===== src/rtl/sha256_multiblock_core_if.sv =====
// Word-stream handshake between the Avalon wrapper and the SHA-256 core.
// The wrapper presents one message word per accepted request; last_block travels with word 15.
interface sha256_multiblock_core_if;
   logic [31:0] wrapper_data;
   logic        wrapper_data_valid;
   logic        wrapper_data_request;
   logic        last_block;

   modport master (
      output wrapper_data,
      output wrapper_data_valid,
      output last_block,
      input  wrapper_data_request
   );

   modport slave (
      input  wrapper_data,
      input  wrapper_data_valid,
      input  last_block,
      output wrapper_data_request
   );
endinterface


===== src/rtl/sha256_multiblock_core.sv =====
// SHA-256/SHA-224 engine with multi-block chaining and UNROLL rounds per clock.
// Message words are stored in a 16-entry window that also serves as the expanding schedule.
module sha256_multiblock_core #(
   parameter int unsigned UNROLL      = 1,
   parameter bit          SUPPORT_224 = 1'b1
) (
   input  logic                      clk,
   input  logic                      reset_n,
   input  logic                      start,
   input  logic                      mode_224,
   sha256_multiblock_core_if.slave   bus,
   output logic [255:0]              hash_out,
   output logic                      done,
   output logic                      busy
);

   generate
      if (!(UNROLL == 1 || UNROLL == 2 || UNROLL == 4)) begin : g_bad_unroll
         $error("sha256_multiblock_core: UNROLL must be 1, 2 or 4");
      end
   endgenerate

   localparam int unsigned NCYC = 64 / UNROLL;

   localparam logic [31:0] K [64] = '{
      32'h428a2f98, 32'h71374491, 32'hb5c0fbcf, 32'he9b5dba5, 32'h3956c25b, 32'h59f111f1, 32'h923f82a4, 32'hab1c5ed5,
      32'hd807aa98, 32'h12835b01, 32'h243185be, 32'h550c7dc3, 32'h72be5d74, 32'h80deb1fe, 32'h9bdc06a7, 32'hc19bf174,
      32'he49b69c1, 32'hefbe4786, 32'h0fc19dc6, 32'h240ca1cc, 32'h2de92c6f, 32'h4a7484aa, 32'h5cb0a9dc, 32'h76f988da,
      32'h983e5152, 32'ha831c66d, 32'hb00327c8, 32'hbf597fc7, 32'hc6e00bf3, 32'hd5a79147, 32'h06ca6351, 32'h14292967,
      32'h27b70a85, 32'h2e1b2138, 32'h4d2c6dfc, 32'h53380d13, 32'h650a7354, 32'h766a0abb, 32'h81c2c92e, 32'h92722c85,
      32'ha2bfe8a1, 32'ha81a664b, 32'hc24b8b70, 32'hc76c51a3, 32'hd192e819, 32'hd6990624, 32'hf40e3585, 32'h106aa070,
      32'h19a4c116, 32'h1e376c08, 32'h2748774c, 32'h34b0bcb5, 32'h391c0cb3, 32'h4ed8aa4a, 32'h5b9cca4f, 32'h682e6ff3,
      32'h748f82ee, 32'h78a5636f, 32'h84c87814, 32'h8cc70208, 32'h90befffa, 32'ha4506ceb, 32'hbef9a3f7, 32'hc67178f2
   };

   localparam logic [31:0] IV256 [8] = '{
      32'h6a09e667, 32'hbb67ae85, 32'h3c6ef372, 32'ha54ff53a,
      32'h510e527f, 32'h9b05688c, 32'h1f83d9ab, 32'h5be0cd19
   };

   localparam logic [31:0] IV224 [8] = '{
      32'hc1059ed8, 32'h367cd507, 32'h3070dd17, 32'hf70e5939,
      32'hffc00b31, 32'h68581511, 32'h64f98fa7, 32'hbefa4fa4
   };

   typedef enum logic [2:0] {
      S_IDLE,
      S_LOAD,
      S_ROUND,
      S_UPDATE,
      S_DONE
   } state_t;

   state_t      state, state_nx;
   logic [31:0] h_q  [8];
   logic [31:0] r_q  [8];
   logic [31:0] r_nx [8];
   logic [31:0] w_q  [16];
   logic [31:0] w_nx [16];
   logic [3:0]  cnt_q;
   logic [5:0]  rnd_q;
   logic        last_q;
   logic        mode_q;
   logic        req;
   logic        accept;
   logic        use_224;
   logic [31:0] t1, t2, w_new;
   logic [5:0]  kidx;

   function automatic logic [31:0] rotr(input logic [31:0] x, input int unsigned n);
      return (x >> n) | (x << (32 - n));
   endfunction

   function automatic logic [31:0] big_sig0(input logic [31:0] x);
      return rotr(x, 2) ^ rotr(x, 13) ^ rotr(x, 22);
   endfunction

   function automatic logic [31:0] big_sig1(input logic [31:0] x);
      return rotr(x, 6) ^ rotr(x, 11) ^ rotr(x, 25);
   endfunction

   function automatic logic [31:0] small_sig0(input logic [31:0] x);
      return rotr(x, 7) ^ rotr(x, 18) ^ (x >> 3);
   endfunction

   function automatic logic [31:0] small_sig1(input logic [31:0] x);
      return rotr(x, 17) ^ rotr(x, 19) ^ (x >> 10);
   endfunction

   assign accept  = req & bus.wrapper_data_valid;
   assign use_224 = SUPPORT_224 & mode_224;
   assign bus.wrapper_data_request = req;

   always_ff @(posedge clk or negedge reset_n) begin
      if (!reset_n) begin
         state <= S_IDLE;
      end else begin
         state <= state_nx;
      end
   end

   always_comb begin
      state_nx = state;
      case (state)
         S_IDLE:   if (start) state_nx = S_LOAD;
         S_LOAD:   if (accept && cnt_q == 4'd15) state_nx = S_ROUND;
         S_ROUND:  if (rnd_q == 6'(NCYC - 1)) state_nx = S_UPDATE;
         S_UPDATE: state_nx = last_q ? S_DONE : S_LOAD;
         S_DONE:   state_nx = S_IDLE;
         default:  state_nx = S_IDLE;
      endcase
   end

   always_comb begin
      req  = (state == S_LOAD);
      busy = (state != S_IDLE);
   end

   // Window slot 0 is always the current W; each round appends the next expanded word.
   always_comb begin
      r_nx  = r_q;
      w_nx  = w_q;
      t1    = '0;
      t2    = '0;
      w_new = '0;
      kidx  = '0;
      for (int unsigned u = 0; u < UNROLL; u++) begin
         kidx  = 6'(32'(rnd_q) * UNROLL + u);
         t1    = r_nx[7] + big_sig1(r_nx[4]) + ((r_nx[4] & r_nx[5]) ^ (~r_nx[4] & r_nx[6]))
                 + K[kidx] + w_nx[0];
         t2    = big_sig0(r_nx[0]) + ((r_nx[0] & r_nx[1]) ^ (r_nx[0] & r_nx[2]) ^ (r_nx[1] & r_nx[2]));
         w_new = small_sig1(w_nx[14]) + w_nx[9] + small_sig0(w_nx[1]) + w_nx[0];
         for (int unsigned j = 0; j < 15; j++) begin
            w_nx[j] = w_nx[j + 1];
         end
         w_nx[15] = w_new;
         r_nx[7]  = r_nx[6];
         r_nx[6]  = r_nx[5];
         r_nx[5]  = r_nx[4];
         r_nx[4]  = r_nx[3] + t1;
         r_nx[3]  = r_nx[2];
         r_nx[2]  = r_nx[1];
         r_nx[1]  = r_nx[0];
         r_nx[0]  = t1 + t2;
      end
   end

   // done and hash_out are registered out of DONE, so both appear together one edge later.
   always_ff @(posedge clk or negedge reset_n) begin
      if (!reset_n) begin
         for (int unsigned i = 0; i < 8; i++) begin
            h_q[i] <= '0;
            r_q[i] <= '0;
         end
         for (int unsigned i = 0; i < 16; i++) begin
            w_q[i] <= '0;
         end
         cnt_q    <= '0;
         rnd_q    <= '0;
         last_q   <= 1'b0;
         mode_q   <= 1'b0;
         hash_out <= '0;
         done     <= 1'b0;
      end else begin
         done <= 1'b0;
         case (state)
            S_IDLE: begin
               if (start) begin
                  for (int unsigned i = 0; i < 8; i++) begin
                     h_q[i] <= use_224 ? IV224[i] : IV256[i];
                  end
                  mode_q <= use_224;
                  cnt_q  <= '0;
               end
            end
            S_LOAD: begin
               if (accept) begin
                  w_q[cnt_q] <= bus.wrapper_data;
                  cnt_q      <= cnt_q + 4'd1;
                  if (cnt_q == 4'd15) begin
                     last_q <= bus.last_block;
                     r_q    <= h_q;
                     rnd_q  <= '0;
                  end
               end
            end
            S_ROUND: begin
               r_q   <= r_nx;
               w_q   <= w_nx;
               rnd_q <= rnd_q + 6'd1;
            end
            S_UPDATE: begin
               for (int unsigned i = 0; i < 8; i++) begin
                  h_q[i] <= h_q[i] + r_q[i];
               end
               cnt_q <= '0;
            end
            S_DONE: begin
               hash_out <= {h_q[0], h_q[1], h_q[2], h_q[3], h_q[4], h_q[5], h_q[6],
                            mode_q ? 32'h0 : h_q[7]};
               done     <= 1'b1;
            end
            default: ;
         endcase
      end
   end

endmodule


===== src/flat_wrapper.sv =====
// flat-port wrapper written by rule: the top's interface ports become plain ports
module sha256_multiblock_core_flat 
#(
   parameter int unsigned UNROLL      = 1,
   parameter bit          SUPPORT_224 = 1'b1
)
  (clk, reset_n, start, mode_224, hash_out, done, busy, bus_wrapper_data, bus_wrapper_data_valid, bus_last_block, bus_wrapper_data_request);
  sha256_multiblock_core_if bus_i ();
  input  logic clk;
  input  logic reset_n;
  input  logic start;
  input  logic mode_224;
  output logic [255:0] hash_out;
  output logic done;
  output logic busy;
  input wire logic [$bits(bus_i.wrapper_data)-1:0] bus_wrapper_data;
  input wire logic [$bits(bus_i.wrapper_data_valid)-1:0] bus_wrapper_data_valid;
  input wire logic [$bits(bus_i.last_block)-1:0] bus_last_block;
  output wire logic [$bits(bus_i.wrapper_data_request)-1:0] bus_wrapper_data_request;
  assign bus_i.wrapper_data = bus_wrapper_data;
  assign bus_i.wrapper_data_valid = bus_wrapper_data_valid;
  assign bus_i.last_block = bus_last_block;
  assign bus_wrapper_data_request = bus_i.wrapper_data_request;
  sha256_multiblock_core #(.UNROLL(UNROLL), .SUPPORT_224(SUPPORT_224)) u_core (.clk(clk), .reset_n(reset_n), .start(start), .mode_224(mode_224), .bus(bus_i), .hash_out(hash_out), .done(done), .busy(busy));
endmodule

===== config.mk =====
export PLATFORM = sky130hd
export DESIGN_NAME = sha256_multiblock_core_flat
export DESIGN_NICKNAME = d
export VERILOG_FILES = /design/src/rtl/sha256_multiblock_core_if.sv /design/src/rtl/sha256_multiblock_core.sv /design/src/flat_wrapper.sv
export SDC_FILE = /design/constraint.sdc
export NUM_CORES = 2
export LEC_CHECK = 0
export BUFFER_PORTS_ARGS = -buffer_cell sky130_fd_sc_hd__buf_2
export CAP_MARGIN = 20
export CORE_UTILIZATION = 55
export CTS_BUF_LIST = sky130_fd_sc_hd__clkbuf_16
export DETAILED_ROUTE_END_ITERATION = 8
export PLACE_DENSITY = 0.72
export SLEW_MARGIN = 20
export SYNTH_ARGS = -nofsm -noshare
export SYNTH_HDL_FRONTEND = slang
export SYNTH_SLANG_ARGS = --single-unit

===== constraint.sdc =====
create_clock -name clk -period 19.95 [get_ports clk]
set_clock_uncertainty 0.1 [all_clocks]
set_input_delay 3.99 -clock clk [delete_from_list [all_inputs] [get_ports clk]]
set_output_delay 3.99 -clock clk [all_outputs]
set_load 0.005 [all_outputs]

==> flow_metrics.py <==
metrics = {
    "logic_synthesis": {
        "ys_top_cells_by_area": "dfrtp_1 40%, nand2_1 9.0%, mux2i_1 6.3%",
        "yosys_warnings": 0,
        "synth_area_per_cell_sq_um": 8.83,
        "ys_async_sr_fraction_pct": 100,
        "synth_common_cells": "1,959 x nand2_1, 1,296 x dfrtp_1, 752 x o21ai_0, 574 x clkbuf_1, 560 x a21oi_1",
        "synth_top_area_share_pct": 39.8,
        "yosys.cell_types.count": 87,
        "syn-num-nets": 9855,
        "synth_top_area_cell": "dfrtp_1",
        "synth_edf_count": 0,
        "synth_seq_cells": 1296,
        "yosysMostFrequentCell": "nand2_1",
        "netlist_area_sq_um": 81500,
        "synth_ff_type": "dfrtp_1",
        "yosysSeqAreaShare_pct": 39.8,
        "syn_inst": 9225,
    },
    "floorplan": {
        "core_area_sq_um": 146000,
        "die-area_sq_um": 150000,
        "num_rows": 140,
        "fp.dieH_microns": 387,
        "io_pins": 297,
        "die_w_microns": 387,
        "start_util_pct": 55.7,
    },
    "route": {
        "drtAntennaViolNets": 0,
        "drt-vias-per-instance": 6.18,
        "vias": 68900,
        "first_iter_violations": 6485,
        "finalWirelength_microns": 281000,
        "drt_pass1_iterations": 6,
        "wire_per_inst_microns": 25.2,
        "drc": 0,
    },
    "worst_hold_path": {
        "hp-class": "flip-flop to flip-flop",
    },
    "critical_path": {
        "crit_type": "flip-flop to flip-flop",
        "crit_buf_inv": 4,
        "end_kind": "flip-flop",
        "crit_family": "compound AO/OA/AOI/OAI gates",
        "critPathMaxFanout": 21,
        "slowest_stage": "ha_1",
        "required_ps": 20470,
        "start_kind": "flip-flop",
        "cp_slowest_stage_delay_ps": 840,
        "crit_top_cell": "fa_1",
        "worstPathArrival_ps": 10940,
    },
    "cells_and_area": {
        "area_growth_syn_to_layout_pct": 8.77,
        "drive_above_1_share_pct": 7.30,
        "n_fill_cell": 12700,
        "nets": 9737,
    },
    "grt": {
        "first_global_vias": 66000,
        "grt_antenna_before_repair": 10,
        "grt_start_max_net_pins": 307,
        "overflow": 0,
        "grt_use_total_pct": 37.0,
        "grt_pass1_wl_microns": 422000,
    },
    "clocking": {
        "root_buffer": "clkbuf_16",
        "numCtsBuffers": 144,
        "cts.repair.resized": 0,
        "cts_htree_levels": 4,
        "clk_latency_ps": 790,
        "cts_tree": "done",
        "cts_setup_buffers": 0,
        "cts.path.max_buffers": 3,
        "hold_buffers": 0,
        "path_clk_slew_ps": 60,
        "cts_num_sinks": 1296,
    },
    "sta": {
        "hold_violations": 0,
        "report.final.slew_viol_count": 0,
        "fin_crit_ps": 10420,
        "max_freq_mhz": 95.9,
        "setup_viol": 0,
        "rsz0062_at_grt": "false",
        "finalCritPeriodShare_pct": 52.3,
        "maxSlewHeadroom_pct": 19.6,
        "worst_slew_pin_slew_ps": 1200,
        "fin_tns_setup_ps": 0,
    },
    "flow_run": {
        "cap_violations": 0,
    },
    "outcome": {
        "status": "completed",
    },
    "placement": {
        "dp_hpwl_microns": 200000,
        "gp_congestion": 0.996,
        "portBuffers": 296,
    },
}
[cell type report]
type	count	area, sq um	area share [%]
Multi-Input combinational cell	6986	45600	51.5
Sequential cell	1296	32400	36.6
Clock buffer	150	3750	4.23
Tap cell	1917	2400	2.71
Timing Repair Buffer	376	2200	2.49
Inverter	303	1140	1.29
Clock inverter	111	1080	1.21
Antenna cell	4	10.0	0.0113
[routing by layer]
| metal | share of wire, % | vias to the layer above | global-route usage, % | wire length (microns) |
|---|---|---|---|---|
| met5 | 0.018 | - | 0 | 50 |
| met4 | 5.4 | 8 | 17.7 | 15200 |
| met3 | 7.9 | 656 | 7.28 | 22100 |
| met2 | 46 | 2819 | 58.8 | 129000 |
| met1 | 41 | 34000 | 48.5 | 114000 |
| li1 | - | 31400 | - | - |
[sequential cells by signal (all words and copies together), names as in the netlist, 4 cells and up]
name / flops
u_core.cnt_q: 4
u_core.h_q: 256
u_core.hash_out: 256
u_core.r_nx: 192
u_core.r_q: 64
u_core.rnd_q: 6
u_core.w_nx: 480
u_core.w_q: 32
[worst register-to-register path: cells and delay by family (launching register included)]
family	cells	cell delay, ps
AO/OA/AOI/OAI	16	3560
adder cells (fa/ha/maj)	8	3510
buffers and inverters	4	800
flip-flops	1	810
XOR/XNOR	2	330
AND/OR/NAND/NOR	6	1180
[path summary, 6_finish.rpt]
| path | start | to | slack, ps | depth (start not counted) |
|---|---|---|---|---|
| max reg2reg | u_core.rnd_q[0]$_DFFE_PN0P_ | u_core.r_nx[223]$_DFFE_PN0P_ | 9530 | 36 |
| min in group asynchronous | reset_n | u_core.hash_out[75]$_DFFE_PN0P_ | 3090 | 1 |
| min | u_core.hash_out[8]$_DFFE_PN0P_ | u_core.hash_out[8]$_DFFE_PN0P_ | 360 | 2 |
| max in group asynchronous | reset_n | u_core.w_nx[285]$_DFFE_PN0P_ | 13380 | 4 |
| max | u_core.rnd_q[0]$_DFFE_PN0P_ | u_core.r_nx[223]$_DFFE_PN0P_ | 9530 | 36 |
| min reg2reg | u_core.hash_out[8]$_DFFE_PN0P_ | u_core.hash_out[8]$_DFFE_PN0P_ | 360 | 2 |
[cells in the final DEF (no fill, tap or decap), types with 25 or more instances in the layout]
master,instances
nor2b_1,48
ha_1,397
fa_1,195
nand3b_1,34
nand2b_1,64
nand3_1,101
dfrtp_1,1294
xnor2_1,392
o21ai_0,752
a31oi_1,291
clkinv_1,29
o21ai_1,45
a21oi_1,560
o22ai_1,31
clkinv_2,25
nand2_1,1948
a211oi_1,139
a21o_1,173
clkbuf_16,150
nor3_1,74
buf_2,295
buf_4,70
o21bai_1,55
and3_1,46
mux2i_1,516
nor2_1,518
inv_1,317
o21a_1,52
xor2_1,185
[per-stage QoR]
| stage | instance area (sq um) | hold WS, ps | worst slack [ps] | utilization [%] | std cells |
|---|---|---|---|---|---|
| 2_1_floorplan | 81500 | 346 | 11490 | - | 9225 |
| 3_3_place_gp | 83800 | 345 | 9940 | 57.3 | 10900 |
| 3_5_place_dp | 83800 | 351 | 9800 | 57.3 | 10900 |
| 4_1_cts | 88600 | 364 | 9730 | 60.6 | 11100 |
| 5_1_grt | 88600 | 389 | 9000 | 60.6 | 11100 |
| 6_report | 88600 | 360 | 9530 | 60.6 | 11100 |
[logic make-up (layout without fill, tap and decap cells)]
family / after synthesis / in the layout / share of synthesized area (%)
adders and majority gates: 615 / 615 / 11.2
buffers and inverters: 943 / 940 / 4.35
xor gates and xnor gates: 577 / 577 / 6.20
other: 0 / 4 / 0
muxes: 532 / 532 / 6.66
and+or+nand+nor: 2965 / 2965 / 15.0
AOI/OAI and AO/OA: 2297 / 2297 / 16.8
DFF: 1296 / 1296 / 39.8
Power is not shown: default switching activity piles up to over one toggle a cycle in this logic, so the estimate is an artifact.
